## src/rtl/vga_timing_gen.sv

```systemverilog
// Parametrised VGA timing generator: counters, syncs, display-area flag, strobes and frame count.
// Optional colour-bar test pattern on vga_r/vga_g/vga_b when VGA_TEST_PATTERN_EN is defined.
module vga_timing_gen #(
   parameter int unsigned H_ACTIVE = 640,
   parameter int unsigned H_FP     = 16,
   parameter int unsigned H_SYNC   = 96,
   parameter int unsigned H_BP     = 48,
   parameter int unsigned V_ACTIVE = 480,
   parameter int unsigned V_FP     = 10,
   parameter int unsigned V_SYNC   = 2,
   parameter int unsigned V_BP     = 33,
   parameter logic        H_POL    = 1'b0,
   parameter logic        V_POL    = 1'b0,
   parameter int unsigned CLK_DIV  = 2,
   parameter int unsigned CW       = 10
) (
   input  logic          clk,
   input  logic          reset,
   input  logic          enable,
   output logic          vga_h_sync,
   output logic          vga_v_sync,
   output logic          inDisplayArea,
   output logic [CW-1:0] CounterX,
   output logic [CW-1:0] CounterY,
   output logic          pixel_tick,
   output logic          line_start,
   output logic          frame_start,
   output logic [15:0]   frame_count
`ifdef VGA_TEST_PATTERN_EN
   ,
   output logic [7:0]    vga_r,
   output logic [7:0]    vga_g,
   output logic [7:0]    vga_b
`endif
);

   localparam int unsigned H_TOTAL   = H_ACTIVE + H_FP + H_SYNC + H_BP;
   localparam int unsigned V_TOTAL   = V_ACTIVE + V_FP + V_SYNC + V_BP;
   localparam int unsigned H_SYNC_LO = H_ACTIVE + H_FP;
   localparam int unsigned H_SYNC_HI = H_SYNC_LO + H_SYNC;
   localparam int unsigned V_SYNC_LO = V_ACTIVE + V_FP;
   localparam int unsigned V_SYNC_HI = V_SYNC_LO + V_SYNC;
   localparam int unsigned PW        = (CLK_DIV > 1) ? $clog2(CLK_DIV) : 1;
   // One extra bit so range limits equal to 2^CW compare correctly.
   localparam int unsigned XW        = CW + 1;

   logic [PW-1:0] presc, presc_n;
   logic [CW-1:0] x_n, y_n;
   logic [15:0]   fc_n;
   logic          adv;
   logic          hs_n, vs_n, disp_n, ls_n, fs_n;

`ifdef VGA_TEST_PATTERN_EN
   localparam int unsigned BAR_W = (H_ACTIVE / 8 > 0) ? H_ACTIVE / 8 : 1;
   // Bars left to right: white, yellow, cyan, green, magenta, red, blue, black ({r,g,b}).
   localparam logic [23:0] BAR_RGB = {3'b000, 3'b001, 3'b100, 3'b101,
                                      3'b010, 3'b011, 3'b110, 3'b111};
   logic [CW-1:0] bar;
   logic [2:0]    colour;
   logic [7:0]    r_n, g_n, b_n;
`endif

   // Next-state counters and decoded outputs.
   always_comb begin
      presc_n = presc;
      x_n     = CounterX;
      y_n     = CounterY;
      fc_n    = frame_count;
      adv     = 1'b0;
      if (enable) begin
         if (presc == PW'(CLK_DIV - 1)) begin
            presc_n = '0;
            adv     = 1'b1;
         end else begin
            presc_n = presc + PW'(1);
         end
      end
      if (adv) begin
         if (CounterX == CW'(H_TOTAL - 1)) begin
            x_n = '0;
            if (CounterY == CW'(V_TOTAL - 1)) begin
               y_n  = '0;
               fc_n = frame_count + 16'd1;
            end else begin
               y_n = CounterY + CW'(1);
            end
         end else begin
            x_n = CounterX + CW'(1);
         end
      end
      hs_n   = (XW'(x_n) >= XW'(H_SYNC_LO) && XW'(x_n) < XW'(H_SYNC_HI)) ? H_POL : ~H_POL;
      vs_n   = (XW'(y_n) >= XW'(V_SYNC_LO) && XW'(y_n) < XW'(V_SYNC_HI)) ? V_POL : ~V_POL;
      disp_n = (XW'(x_n) < XW'(H_ACTIVE)) && (XW'(y_n) < XW'(V_ACTIVE));
      ls_n   = adv && (x_n == '0);
      fs_n   = ls_n && (y_n == '0);
   end

`ifdef VGA_TEST_PATTERN_EN
   // Colour bar lookup from the next column.
   always_comb begin
      bar    = x_n / CW'(BAR_W);
      colour = 3'b000;
      if (XW'(bar) < XW'(8)) colour = BAR_RGB[5'(bar[2:0]) * 5'd3 +: 3];
      r_n = disp_n ? {8{colour[2]}} : 8'h00;
      g_n = disp_n ? {8{colour[1]}} : 8'h00;
      b_n = disp_n ? {8{colour[0]}} : 8'h00;
   end
`endif

   always_ff @(posedge clk) begin
      if (reset) begin
         presc         <= '0;
         CounterX      <= '0;
         CounterY      <= '0;
         frame_count   <= '0;
         vga_h_sync    <= ~H_POL;
         vga_v_sync    <= ~V_POL;
         inDisplayArea <= 1'b0;
         pixel_tick    <= 1'b0;
         line_start    <= 1'b0;
         frame_start   <= 1'b0;
`ifdef VGA_TEST_PATTERN_EN
         vga_r         <= 8'h00;
         vga_g         <= 8'h00;
         vga_b         <= 8'h00;
`endif
      end else begin
         presc         <= presc_n;
         CounterX      <= x_n;
         CounterY      <= y_n;
         frame_count   <= fc_n;
         vga_h_sync    <= hs_n;
         vga_v_sync    <= vs_n;
         inDisplayArea <= disp_n;
         pixel_tick    <= adv;
         line_start    <= ls_n;
         frame_start   <= fs_n;
`ifdef VGA_TEST_PATTERN_EN
         vga_r         <= r_n;
         vga_g         <= g_n;
         vga_b         <= b_n;
`endif
      end
   end

endmodule

```

## config.mk

```make
export PLATFORM = sky130hd
export DESIGN_NAME = vga_timing_gen
export DESIGN_NICKNAME = d
export VERILOG_FILES = /design/src/rtl/vga_timing_gen.sv
export SDC_FILE = /design/constraint.sdc
export NUM_CORES = 1
export LEC_CHECK = 0
export CORE_MARGIN = 1.5
export CORE_UTILIZATION = 52
export CTS_CLUSTER_DIAMETER = 80
export DETAILED_ROUTE_END_ITERATION = 12
export GPL_TIMING_DRIVEN = 0
export PLACE_DENSITY = 0.8
export SLEW_MARGIN = 20
export SYNTH_ARGS = -nofsm -noshare
export SYNTH_HDL_FRONTEND = slang
export SYNTH_SLANG_ARGS = --single-unit
```

## constraint.sdc

```tcl
create_clock -name clk -period 3 [get_ports clk]
set_clock_uncertainty 0.1 [all_clocks]
set_input_delay 0.45 -clock clk [delete_from_list [all_inputs] [get_ports clk]]
set_output_delay 0.45 -clock clk [all_outputs]
set_load 0.03 [all_outputs]
```

==> metrics.csv <==
stage,metric,value,unit
outcome,status,completed,
sta,tightest_slew,569,ps
yosys,syn_area,0.00236,sq mm
setup_path,path_max_fanout,8,
global_route,grt_overflow,0,
yosys,synth_cell_type_count,54,
sta,rsz0062_at_grt,false,
setup_path,cp.arrival,2870,ps
setup_path,crit_path_end_kind,flip-flop,
sta,drv_slew,0,
sta,finalHoldViolCount,0,
setup_path,required,3040,ps
layout,layout_commonest_cell,nor2_1,
detailed_routing,drc,0,
yosys,synth_area_per_cell,8.08,sq um
setup_path,startpoint_type,flip-flop,
yosys,syn_nets,299,
layout,final_cell_mix,"nor2_1, clkdlybuf4s50_1, dfxtp_1",
sta,setup_ws,176,ps
detailed_routing,viasPerCell,5.96,
die,coreArea,0.00435,sq mm
yosys,ys.warnings.count,0,
yosys,syn_inst,292,
sta,max_freq,354,MHz
global_route,grt_pass1_wl,9450,um
cts,cts_made_buffers,5,
die,die_y,70.3,um
layout,diodes,0,
global_route,grt_antenna_before_repair,0,
setup_path,critPathKind,reg -> reg,
power,p_leak,0.935,nW
setup_path,rr_worst_depth,9,
global_route,grt_pass1_vias,1972,
min_path,min_from,frame_count[15]$_SDFFE_PP0P_,
cts,cts_htree_levels,2,
power,ir_drop,0.000247,V
place,dp.final_hpwl,4070,um
detailed_routing,firstDrtPassIters,5,
yosys,synth_edf_count,0,
cts,cts-root-buf,clkbuf_8,
cts,clk_pin_slew_worst_paths,80,ps
power,power,0.00107,W
global_route,grtUsageTotal,0.237,
die,start_util,0.542,
cts,clock_latency,300,ps
setup_path,reg2reg_from,CounterX[0]$_SDFF_PP0_,
layout,synthToLayoutAreaGrowth,26.9,%
min_path,whs_path_depth,2,
cts,cts_tree,built,
sta,min_period,2820,ps
sta,min_period_over_period,0.941,
layout,layout-drive-gt1-share,0.0636,
sta,slew_headroom,0.616,
yosys,synth_top_flop_cell,dfxtp_1,
sta,hold_ws,425,ps
place,numPortBuffers,44,
min_path,hold_path.class,reg -> reg,
power,p_per_area,356,mW/mm^2
detailed_routing,drt_wl_total,5870,um
place,place.gp.congestion,0.871,
global_route,grt_max_degree,14,
die,die_w,70.3,um
detailed_routing,ant_nets,0,
place,preCtsSetupSlack,-177,ps
die,pin_count,45,
detailed_routing,drt_iter0_drc,257,
yosys,seq_area_frac_synth,0.365,
sta,setup_viol,0,
setup_path,startpoint,CounterX[0]$_SDFF_PP0_,
die,rows,24,
yosys,synthArstFlopShare,0,
layout,nets,353,
detailed_routing,wl_per_cell,14.8,um
run,maxCapViolCount,0,
die,die-area,0.00495,sq mm
detailed_routing,vias,2373,
yosys,ys_ff_latch,43,
cts,clock_path_buffers,2,
cts,cts.sinks,43,
Yosys cell counts, types with 3 or more instances:
cell type   n  area [sq um]
nor4_1      3          18.8
nor2_1     47           176
nor3_1     17          85.1
o21ai_0     9          45.0
nand2_1    25          93.8
xnor2_1    18           158
inv_1       7          26.3
clkbuf_1   10          37.5
ha_1        4          50.1
nand3_1    16          80.1
a21oi_1     6          30.0
and3_1      3          18.8
xor2_1     13           114
dfxtp_1    43           861
nand4_1    15          93.8
nor3b_1     4          30.0
mux2i_1     4          40.0
cell families after synthesis:
logic type                 Yosys count  synth area share
xor gates and xnor gates            31             0.115
buffers and inverters               21            0.0371
DFF                                 43             0.365
muxes                                5            0.0218
AOI/OAI and AO/OA                   36             0.103
adders and majority gates            4            0.0212
and+or+nand+nor                    152             0.337
power breakdown:
part | total [W] | internal (W) | switching, W
clock network | 0.000445 | 0.000243 | 0.000202
registers | 0.000580 | 0.000575 | 0.00000507
logic | 0.0000406 | 0.0000151 | 0.0000256
per-stage QoR:
step                std cells  utilization  setup TNS (ps)  instance area (sq um)
global route              398        0.687               0                   2990
floorplan                 292            -               0                   2360
finish                    398        0.687               0                   2990
detailed placement        388        0.658           -1550                   2860
CTS                       395        0.682               0                   2970
global placement          388        0.658           -1500                   2860
layout make-up:
class                   count  area [sq um]
flip-flops and latches     43           861
well taps                  52          65.1
plain buffers              14          61.3
repair buffers             47           463
multi-input cells         228          1410
inverters                   7          26.3
clock buffers               5          68.8
fillers                   382          1360
clock inverters             2          37.5
routing by layer:
layer / global-route usage / share of wire / up-vias
li1: - / - / 1150
met1: 0.324 / 0.46 / 1116
met2: 0.364 / 0.46 / 95
met3: 0.0577 / 0.061 / 12
met4: 0.0812 / 0.018 / 0
met5: 0 / 0 / -
worst paths after layout:
path | to | slack, ps
worst max-delay path | inDisplayArea$_SDFF_PP0_ | 180
worst min-delay path | frame_count[15]$_SDFFE_PP0P_ | 420
worst max register to register | inDisplayArea$_SDFF_PP0_ | 180
worst min register to register | frame_count[15]$_SDFFE_PP0P_ | 420
what timing repair did:
item | CTS | global route
hold buffers | 0 | 0
gates resized for setup | 0 | 0
buffers inserted | 0 | 3
setup endpoints to repair | 0 | 13
state kept, by name, summed over array words and instances, names as in the netlist:
register       count
frame_start        1
presc              1
vga_v_sync         1
pixel_tick         1
CounterY          10
frame_count       16
inDisplayArea      1
line_start         1
CounterX          10
vga_h_sync         1
critical path: stages, from the launching register on:
cell and delay, ps:
dfxtp_1 470, ha_1 300, nand4_1 110, buf_4 170, buf_4 130, nor4_2 460, nand2_1 150, nand3b_1 130
o21ai_1 100, a2111oi_0 540
Power figures use the tool's default switching activity.
